`config.mk`:
```
export PLATFORM = sky130hd
export DESIGN_NAME = fsm10_sequencer
export DESIGN_NICKNAME = d
export VERILOG_FILES = /design/src/rtl/fsm10_pkg.sv /design/src/rtl/fsm10_shadow.sv /design/src/rtl/fsm10_sequencer.sv
export SDC_FILE = /design/constraint.sdc
export NUM_CORES = 1
export LEC_CHECK = 0
export CORE_MARGIN = 5
export CORE_UTILIZATION = 40
export CTS_BUF_LIST = sky130_fd_sc_hd__clkbuf_8
export DETAILED_ROUTE_END_ITERATION = 7
export GPL_ROUTABILITY_DRIVEN = 0
export SYNTH_ARGS = -nofsm -noshare
export SYNTH_HDL_FRONTEND = slang
export SYNTH_SLANG_ARGS = --single-unit
```
`constraint.sdc`:
```
create_clock -name clk_i -period 2.3 [get_ports clk_i]
set_input_delay 0.46 -clock clk_i [delete_from_list [all_inputs] [get_ports clk_i]]
set_output_delay 0.46 -clock clk_i [all_outputs]
set_load 0.01 [all_outputs]
```
`src/rtl/fsm10_pkg.sv`:
```
// Shared types and the reference model for the 10-state fsm block and its sequencer.
package fsm10_pkg;

  typedef enum logic [3:0] {S0, S1, S2, S3, S4, S5, S6, S7, S8, S9} state_e;

  typedef enum logic [2:0] {IDLE, LAUNCH, HOLD, RELEASE, ERR} seq_state_e;

  localparam int unsigned RELEASE_CYCLES = 6;

  function automatic state_e fsm10_next(state_e s, logic go, logic jmp);
    state_e n;
    n = S0;
    case (s)
      S0: n = (go && jmp) ? S3 : (go ? S1 : S0);
      S1: n = jmp ? S3 : S2;
      S2: n = S3;
      S3: n = jmp ? S3 : S4;
      S4: n = jmp ? S3 : S5;
      S5: n = jmp ? S3 : S6;
      S6: n = jmp ? S3 : S7;
      S7: n = jmp ? S3 : S8;
      S8: n = jmp ? S3 : S9;
      S9: n = jmp ? S3 : S0;
      default: n = S0;
    endcase
    return n;
  endfunction

  function automatic logic fsm10_y1(state_e s);
    return (s == S3);
  endfunction

endpackage

```
`src/rtl/fsm10_shadow.sv`:
```
// Shadow copy of the fsm block state, advanced with the driven go/jmp,
// plus the y1 divergence check against it.
module fsm10_shadow
  import fsm10_pkg::*;
(
  input  logic clk_i,
  input  logic rst_i,
  input  logic go_i,
  input  logic jmp_i,
  input  logic y1_i,
  input  logic chk_en_i,
  output logic mismatch_o
);

  state_e shadow_q;

  always_ff @(posedge clk_i) begin
    if (rst_i) shadow_q <= S0;
    else       shadow_q <= fsm10_next(shadow_q, go_i, jmp_i);
  end

  // S1/S2 are unreachable under correct steering, so landing there is a fault too
  assign mismatch_o = chk_en_i &
                      ((y1_i != fsm10_y1(shadow_q)) || (shadow_q == S1) || (shadow_q == S2));

endmodule

```
`src/rtl/fsm10_sequencer.sv`:
```
// Burst sequencer: steers the fsm block into S3 for cmd_len cycles and
// watches its y1 output against a shadow model.
//   state   | meaning
//   IDLE    | fsm parked in S0, ready for a request
//   LAUNCH  | go=jmp=1, fsm jumps to S3
//   HOLD    | fsm held in S3 while remain counts down
//   RELEASE | fsm walks S4..S9, new request may chain in
//   ERR     | y1 diverged, stuck until reset
module fsm10_sequencer
  import fsm10_pkg::*;
#(
  parameter int LEN_W = 8
) (
  input  logic             clk_i,
  input  logic             rst_i,
  input  logic             cmd_valid_i,
  input  logic [LEN_W-1:0] cmd_len_i,
  output logic             cmd_ready_o,
  output logic             go_o,
  output logic             jmp_o,
  input  logic             y1_i,
  output logic             busy_o,
  output logic             done_o,
  output logic             err_o,
  output logic [15:0]      burst_cnt_o
);

  localparam int REL_W = $clog2(RELEASE_CYCLES);

  seq_state_e       state_q;
  logic [LEN_W-1:0] remain_q;
  logic [REL_W-1:0] rel_cnt_q;
  logic [15:0]      burst_cnt_q;
  logic [LEN_W-1:0] len_eff;
  logic             mismatch;

  assign len_eff = (cmd_len_i == '0) ? LEN_W'(1) : cmd_len_i;

  assign go_o        = (state_q == LAUNCH);
  assign jmp_o       = (state_q == LAUNCH) || ((state_q == HOLD) && (remain_q > LEN_W'(1)));
  assign done_o      = (state_q == HOLD) && (remain_q == LEN_W'(1));
  assign cmd_ready_o = (state_q == IDLE) || (state_q == RELEASE);
  assign busy_o      = (state_q != IDLE);
  assign err_o       = (state_q == ERR);
  assign burst_cnt_o = burst_cnt_q;

  fsm10_shadow u_shadow (
    .clk_i      (clk_i),
    .rst_i      (rst_i),
    .go_i       (go_o),
    .jmp_i      (jmp_o),
    .y1_i       (y1_i),
    .chk_en_i   (state_q != ERR),
    .mismatch_o (mismatch)
  );

  always_ff @(posedge clk_i) begin
    if (rst_i) begin
      state_q     <= IDLE;
      remain_q    <= '0;
      rel_cnt_q   <= '0;
      burst_cnt_q <= '0;
    end else if (mismatch) begin
      state_q <= ERR;
    end else begin
      case (state_q)
        IDLE: begin
          if (cmd_valid_i) begin
            state_q  <= LAUNCH;
            remain_q <= len_eff;
          end
        end
        LAUNCH: state_q <= HOLD;
        HOLD: begin
          if (remain_q == LEN_W'(1)) begin
            state_q     <= RELEASE;
            rel_cnt_q   <= REL_W'(RELEASE_CYCLES - 1);
            burst_cnt_q <= burst_cnt_q + 16'd1;
          end else begin
            remain_q <= remain_q - LEN_W'(1);
          end
        end
        RELEASE: begin
          if (cmd_valid_i) begin
            state_q  <= LAUNCH;
            remain_q <= len_eff;
          end else if (rel_cnt_q == '0) begin
            state_q <= IDLE;
          end else begin
            rel_cnt_q <= rel_cnt_q - REL_W'(1);
          end
        end
        default: state_q <= ERR;
      endcase
    end
  end

endmodule

```
## Word level (Yosys, flattened, before mapping)

Cells that the tools add are included.

- Output and inout port bits: 22
- Bits in registers: 34
- Word-level logic and storage cells: 84

- Equal/unequal tests: 26
- Reductions and logical operators: 21
- Multiplexer cells: 25
- Bitwise logic cells: 2
- Order comparisons: 1
- Add/subtract/negate cells: 3

Operators with widths:

| kind | count |
|---|---|
| one-hot mux 4 bit (10 select lines) | 1 |
| two-way mux 3 bit | 12 |
| two-way mux 8 bit | 3 |
| adder 16 x 1 -> 16 bit (second input constant) | 1 |
| equality test 4 x 3 -> 1 bit (second input constant) | 4 |
| one-hot mux 8 bit (2 select lines) | 1 |
| two-way mux 4 bit | 3 |
| one-hot mux 3 bit (4 select lines) | 1 |
| AND reduction 3 bit | 3 |
| equality test 4 x 2 -> 1 bit (second input constant) | 2 |
| equality test 4 bit (second input constant) | 2 |
| equality test 8 x 1 -> 1 bit (second input constant) | 1 |
| greater-than comparator 8 x 1 -> 1 bit (second input constant) | 1 |
| zero test 8 bit | 1 |
| inequality test 2 bit (second input constant) | 4 |
| subtractor 8 x 1 -> 8 bit (second input constant) | 1 |
| equality test 3 x 2 -> 1 bit (second input constant) | 2 |
| zero test 3 bit | 2 |
| inequality test 3 x 2 -> 1 bit (second input constant) | 2 |
| inequality test 3 bit (second input constant) | 2 |
| one-hot mux 3 bit (2 select lines) | 1 |
| AND reduction 5 bit | 1 |
| equality test 4 x 1 -> 1 bit (second input constant) | 1 |
| zero test 4 bit | 1 |
| 16 further kinds | 25 |

## Depth between registers and ports, before layout

Gate-level depths: netlist (run 1).

- Depth in word-level cells: 7
- Gate-level depth with buffers: 8
- Depth with buffers taken out: 8

## By module

A second synthesis (run 1) with hierarchy kept.

- Cells, all modules: 242
- Area total of the unflattened synthesis: 1950.6 sq um

By module, submodules not included:

| module | sequential area each (sq um) | times used | cells each | area an instance (sq um) |
|---|---|---|---|---|
| fsm10_sequencer | 600.6 | 1 | 216 | 1722.9 |
| fsm10_shadow | 80.1 | 1 | 26 | 227.7 |

## Least setup slack after synthesis (run 1)

No wires, ideal clock.

- Kind: register to register
- Start: register remain_q[0]
- End: register burst_cnt_q[8] (netlist: burst_cnt_o[8])
- Arrival: 1.635 ns
- Library setup time: 0.115 ns
- Path slack: 0.550 ns
- Path buffers: 0
- Stages on the path, launching flop included: 8
- Path through: dfxtp_1 -> ha_1 -> nor4b_4 -> nand3_2 -> clkinv_4 -> o2111ai_1 -> o31a_1 -> o21a_1

- Cells in the longest elaborated chain, start to end: 2

RTL lines:

| what | RTL line | text |
|---|---|---|
| start: declaration | fsm10_sequencer.sv:31 | `logic [LEN_W-1:0] remain_q;` |
| start signal: assignment | fsm10_sequencer.sv:70 | `remain_q <= len_eff;` |
| start signal: assignment | fsm10_sequencer.sv:80 | `remain_q <= remain_q - LEN_W'(1);` |
| start signal: assignment | fsm10_sequencer.sv:86 | `remain_q <= len_eff;` |
| equality test 8 x 1 -> 1 bit | fsm10_sequencer.sv:75 | `if (remain_q == LEN_W'(1)) begin` |
| AND reduction 3 bit (no line) | - |  |
| end signal: assignment | fsm10_sequencer.sv:78 | `burst_cnt_q <= burst_cnt_q + 16'd1;` |
| end: declaration | fsm10_sequencer.sv:33 | `logic [15:0] burst_cnt_q;` |

No other way between the ends.
A chain may end at the register's enable or synchronous reset.

## Final worst setup path (run 1)

- Start: register remain_q[6]
- End: output jmp_o

- Cells in the longest elaborated chain, start to end: 3

RTL lines:

| what | RTL line | text |
|---|---|---|
| greater-than comparator 8 x 1 -> 1 bit | fsm10_sequencer.sv:40 | `assign jmp_o = (state_q == LAUNCH) \|\| ((state_q == HOLD) && (remain_q > LEN_W'(1)));` |
| logical AND 1 bit | fsm10_sequencer.sv:40 |  |
| logical OR 1 bit | fsm10_sequencer.sv:40 |  |
| end: declaration | fsm10_sequencer.sv:20 | `output logic jmp_o,` |

No other way between the ends.

==> run metrics, run 1 <==
post-synth design cell area 2010 sq um; Max-Slew Margin vs Limit 0.711; placed wire-length estimate 3.69 mm; startpoint of the worst hold path rel_cnt_q[2]; average via count per standard cell 5.46; starting density of the core 0.418; worst-case vdd ir drop 0.000467 V; number of detailed-routing iterations run before antenna repair 4; status complete, no violations; fraction of the mapped netlist area in adder cells 0.0311; critical path arrival 1.74 ns; max_cap viols 0; startpoint kind of the worst setup timing path flip-flop; Max Clock Skew 0.00337 ns; placeable core region 4820 sq um; Num Clock Sinks 34; average routed wire per standard cell 14.4 microns; Worst setup EP type primary output; number of diodes 0; simple-gate area share of the yosys netlist 0.268; CP max stage delay 0.39 ns; total instance count after detailed placement 339; maximum achievable frequency 0.454 GHz; Post-DP Area 2490 sq um; CTS Buf Count 5; Overall Power 1.62 mW; Chip Height 80.9 microns; total congestion overflow 0; final count of negative-setup-slack endpoints 0; Total Die Area 6550 sq um; drc violations 0; CTS Hold Buffers Added 0; number of antenna violations at the first check in global routing 0; final hold violation count 0; Final Critical Period 2.20 ns; average footprint of a synthesized cell 8.64 sq um; post-detailed-routing wire length 5.05 mm; parity-gate share of the synthesized area counting xor and xnor cells 0.0218; critical-path cell list or3_1 -> o31a_1 -> nor2_2 -> inv_1 -> clkdlybuf4s15_1; first-pass GRT wire length 8.78 mm; category of cells accounting for the largest share of critical-path delay simple AND/OR/NAND/NOR gates; H-Tree Depth 2; Worst Max-Slew Pin Slew 0.428 ns; required time of the critical path 1.84 ns; source-to-sink clock delay at the later pin of the worst-skew pair 0.28 ns; post-synthesis cell type count 61; share of cell area taken by muxes after synthesis 0.00497; smallest hold slack 0.484 ns; total of buffers placed on input and output ports 33; pin count of the biggest net entering global routing 31; Pleak 0.896 nW; synth warn 0; utilization after layout 0.544; filler cell count in the final layout 480; root buffer selected by CTS sky130_fd_sc_hd__clkbuf_8; ys flop type sky130_fd_sc_hd__dfxtp_1; post-synth net total 250; clock slew at reported path FFs 0.07 ns; asr flop ratio synth 0; number of standard-cell rows in the floorplan 25; synthesized-area fraction occupied by ao, oa, aoi and oai cells 0.285; cell taking the most area after synthesis sky130_fd_sc_hd__dfxtp_1; number of flops mapped to enable cells by yosys 0; main combinational cell family by area after synthesis compound AO/OA/AOI/OAI gates; slowest cell on the critical path sky130_fd_sc_hd__or3_1; Crit Path Class reg -> out; post-synthesis register bit count 34; TritonCTS clock tree done; vias in the first global route 1,808; count of vias placed by the detailed router 1,910; Worst Path Buf+Inv 2; chip width 80.9 microns; number of buffers on the longest clock path 2; ranking of synthesized cells by area sky130_fd_sc_hd__dfxtp_1 34%, sky130_fd_sc_hd__a21oi_1 6.0%, sky130_fd_sc_hd__o21ai_0 4.7%; worst-path maximum fanout 4; max-slew violation count 0; ANT nets after route 0; ratio of cells with drive above 1 in the final layout 0.191; Net count, final 299; proportion of synthesized chip area in sequential cells 0.338; reg-to-reg critical path startpoint remain_q[1]; synthesis-to-finish area growth 30.2%; start point of the critical path remain_q[6]; number of top-level design ports 34; GRT Resource Usage Total 0.168; class of the most critical hold timing path reg -> reg; first-iteration detailed-routing DRC count 143; area share of the leading cell type in the synthesized netlist 0.338; post-layout instance count excluding filler cells 350; ratio of final minimum period to clock period 0.958; total non-filler cell area in the finished layout 2620 sq um; instance count of the mapped netlist 233; Pwr per Cell Area 620 nW/um^2; commonest cells after routing, fill and taps aside 31 x sky130_fd_sc_hd__dfxtp_1, 31 x sky130_fd_sc_hd__clkdlybuf4s50_1, 24 x sky130_fd_sc_hd__a21oi_1
-- layout make-up --
| class | instances | area (sq um) | share of cell area |
|---|---|---|---|
| clock buffers | 6 | 82.6 | 0.0315 |
| repair buffers | 51 | 464 | 0.177 |
| clock inverters | 2 | 8.76 | 0.00334 |
| well taps | 67 | 83.8 | 0.0320 |
| multi-input cells | 178 | 1250 | 0.476 |
| flip-flops and latches | 34 | 684 | 0.261 |
| inverters | 12 | 50.0 | 0.0191 |
-- synth_stat cells (2+ instances only) --
| cell | instances |
|---|---|
| sky130_fd_sc_hd__nand3_1 | 4 |
| sky130_fd_sc_hd__o31ai_2 | 5 |
| sky130_fd_sc_hd__nor3_1 | 7 |
| sky130_fd_sc_hd__o211ai_1 | 7 |
| sky130_fd_sc_hd__clkbuf_1 | 6 |
| sky130_fd_sc_hd__ha_1 | 5 |
| sky130_fd_sc_hd__nor2_1 | 19 |
| sky130_fd_sc_hd__nand3b_1 | 2 |
| sky130_fd_sc_hd__o31ai_1 | 4 |
| sky130_fd_sc_hd__or3_1 | 12 |
| sky130_fd_sc_hd__or4_1 | 2 |
| sky130_fd_sc_hd__inv_1 | 11 |
| sky130_fd_sc_hd__nor4_1 | 5 |
| sky130_fd_sc_hd__nor3b_1 | 2 |
| sky130_fd_sc_hd__a21o_1 | 2 |
| sky130_fd_sc_hd__nand2_1 | 11 |
| sky130_fd_sc_hd__o21ai_0 | 19 |
| sky130_fd_sc_hd__xnor2_1 | 2 |
| sky130_fd_sc_hd__a21oi_1 | 24 |
| sky130_fd_sc_hd__o2111ai_1 | 2 |
| sky130_fd_sc_hd__buf_6 | 2 |
| sky130_fd_sc_hd__a211oi_1 | 3 |
| sky130_fd_sc_hd__nand4_1 | 3 |
| sky130_fd_sc_hd__dfxtp_1 | 34 |
| sky130_fd_sc_hd__xor2_1 | 3 |
| sky130_fd_sc_hd__o31a_1 | 2 |
-- logic make-up (layout without fill, tap and decap cells) --
| family | Yosys count | in the layout |
|---|---|---|
| buffers and inverters | 21 | 71 |
| and+or+nand+nor | 87 | 87 |
| DFF | 34 | 34 |
| xor gates and xnor gates | 5 | 5 |
| AOI/OAI and AO/OA | 80 | 80 |
| muxes | 1 | 1 |
| adders and majority gates | 5 | 5 |
-- power by group --
group          internal (mW)  switching (mW)  leakage (nW)  total [mW]
clock network          0.237           0.207        0.0524       0.444
logic                  0.233           0.267         0.567       0.500
registers              0.626          0.0549         0.277       0.680
-- routing by layer --
layer | vias up | share of wire | GRT usage | wire [microns]
li1 | 977 | - | - | -
met1 | 889 | 0.52 | 0.255 | 2640
met2 | 40 | 0.43 | 0.239 | 2180
met3 | 4 | 0.036 | 0.0344 | 184
met4 | 0 | 0.0085 | 0.0405 | 43
met5 | - | 0 | 0 | 0
-- flip-flops by register name (all words and copies together) (netlist names) --
| register | cells |
|---|---|
| remain_q | 8 |
| rel_cnt_q | 3 |
| state_q | 3 |
| u_shadow.shadow_q | 4 |
| burst_cnt_o | 16 |
-- worst register-to-register path: cells and delay by family, from the launching register on --
family	cells	cell delay (ns)
buffers and inverters	2	0.19
adders and majority gates	1	0.19
DFF	1	0.34
AOI/OAI and AO/OA	2	0.33
and+or+nand+nor	3	0.83
-- what timing repair did --
item                       in CTS  in global routing
setup endpoints to repair       2                  1
pin swaps                       1                  2
buffers inserted                1                  2
gates resized for setup         3                  9
-- through the flow --
stage	setup slack [ns]	TNS, ns
after floorplan	0.550	0
after global placement	0.101	0
after detailed placement	0.0678	0
after CTS	-0.00797	-0.00797
after global routing	-0.00760	-0.00760
final	0.0967	0
-- path summary, 6_finish.rpt --
path | end | slack [ns] | cells past startpoint
setup / recovery | jmp_o | 0.1 | 5
hold / removal | rel_cnt_q[2] | 0.48 | 2
setup reg to reg | burst_cnt_o[14] | 0.36 | 8
hold reg to reg | rel_cnt_q[2] | 0.48 | 2
(Power assumes the default switching activity.)
==> run 2, diff against run 1 <==
CAP_MARGIN = 20   (was unset)
SKIP_LAST_GASP = 1   (was unset)
==> run metrics, run 2 (same netlist as run 1, synthesis figures left out) <==
Max-Slew Margin vs Limit 0.711; placeable core region 4820 sq um; number of flip-flops in the largest register 16; number of diodes 0; max_cap viols 0; Net count, final 299; ANT nets after route 0; Total Die Area 6550 sq um; number of top-level design ports 34; count of vias placed by the detailed router 1,910; total non-filler cell area in the finished layout 2620 sq um; root buffer selected by CTS sky130_fd_sc_hd__clkbuf_8; critical path arrival 1.75 ns; Final Critical Period 2.21 ns; pin count of the biggest net entering global routing 31; CTS Buf Count 5; commonest cells after routing, fill and taps aside 32 x sky130_fd_sc_hd__dfxtp_1, 31 x sky130_fd_sc_hd__clkdlybuf4s50_1, 24 x sky130_fd_sc_hd__a21oi_1; number of standard-cell rows in the floorplan 25; ratio of cells with drive above 1 in the final layout 0.187; Pleak 0.896 nW; Worst Max-Slew Pin Slew 0.428 ns; Worst setup EP type primary output; chip width 80.9 microns; first-iteration detailed-routing DRC count 143; average routed wire per standard cell 14.4 microns; post-detailed-routing wire length 5.05 mm; RSZ-0062 raised after global routing yes; H-Tree Depth 2; source-to-sink clock delay at the later pin of the worst-skew pair 0.28 ns; vias in the first global route 1,808; startpoint kind of the worst setup timing path flip-flop; number of detailed-routing iterations run before antenna repair 4; commonest non-fill, non-tap cell in the layout sky130_fd_sc_hd__dfxtp_1; number of buffers on the longest clock path 2; final count of negative-setup-slack endpoints 0; total congestion overflow 0; maximum achievable frequency 0.454 GHz; Num Clock Sinks 34; smallest hold slack 0.484 ns; ratio of final minimum period to clock period 0.959; max-slew violation count 0; required time of the critical path 1.84 ns; average via count per standard cell 5.46; Crit Path Class reg -> out; status complete, no violations; clock slew at reported path FFs 0.07 ns; setup TNS after final layout 0 ns; synthesis-to-finish area growth 30.1%; class of the most critical hold timing path reg -> reg; Post-DP Area 2490 sq um; number of antenna violations at the first check in global routing 0; worst-path maximum fanout 9; total of buffers placed on input and output ports 33; Pwr per Cell Area 620 nW/um^2; Chip Height 80.9 microns; final hold violation count 0; GRT Resource Usage Total 0.168; placed wire-length estimate 3.69 mm; worst-case vdd ir drop 0.000467 V; starting density of the core 0.418; first-pass GRT wire length 8.78 mm; TritonCTS clock tree done; Max Clock Skew 0.00337 ns; drc violations 0
==> run 2: cell types whose count changed in the layout (fill, tap and decap cells not counted) <==
cell | previous run | this run
sky130_fd_sc_hd__dfxtp_2 | 3 | 2
sky130_fd_sc_hd__dfxtp_1 | 31 | 32
==> run 2: layer usage <==
metal | wire length, microns | track usage | vias to the layer above
li1 | - | - | 977
met1 | 2640 | 0.255 | 889
met2 | 2180 | 0.239 | 40
met3 | 184 | 0.0344 | 4
met4 | 43 | 0.0405 | 0
met5 | 0 | 0 | -
==> run 2: final cells by class <==
type | instances | area [sq um]
Inverter | 12 | 50.0
Sequential cell | 34 | 683
Tap cell | 67 | 83.8
Multi-Input combinational cell | 178 | 1250
Clock inverter | 2 | 8.76
Fill cell | 480 | 2200
Clock buffer | 6 | 82.6
Timing Repair Buffer | 51 | 464
==> run 2: what timing repair did <==
item / CTS / global route
setup buffers: 1 / 2
hold buffers: 0 / 0
gates resized for setup: 3 / 8
pin swaps: 1 / 2
endpoints found under the setup margin: 2 / 1
hold endpoints to repair: 0 / 0
==> run 2: final timing paths <==
path | startpoint | to | slack, ns | cells after the start
hold reg to reg | rel_cnt_q[2] | rel_cnt_q[2] | 0.48 | 2
setup reg to reg | remain_q[1] | burst_cnt_o[14] | 0.36 | 8
hold / removal | rel_cnt_q[2] | rel_cnt_q[2] | 0.48 | 2
setup / recovery | state_q[0] | go_o | 0.09 | 3
==> run 2: worst max-delay path: stages, from the launching register on <==
cell	delay, ns
sky130_fd_sc_hd__dfxtp_1	0.52
sky130_fd_sc_hd__nor3b_1	0.24
sky130_fd_sc_hd__buf_4	0.17
sky130_fd_sc_hd__clkdlybuf4s50_1	0.53
==> run 2: power by group <==
group          switching (mW)  total (mW)  leakage [nW]  internal (mW)
sequential             0.0549       0.680         0.276          0.625
clock                   0.207       0.444        0.0524          0.237
combinational           0.267       0.500         0.567          0.233
total                   0.529        1.62         0.896           1.09
==> run 2: metrics by stage <==
| stage | setup slack (ns) | util | total power [mW] | cells |
|---|---|---|---|---|
| floorplan | 0.550 | - | 1.02 | 233 |
| global placement | 0.101 | 0.516 | 1.18 | 339 |
| finish | 0.0950 | 0.544 | 1.62 | 350 |
| detailed placement | 0.0678 | 0.516 | 1.17 | 339 |
| global route | -0.00760 | 0.544 | 1.73 | 350 |
| CTS | -0.00797 | 0.537 | 1.62 | 348 |
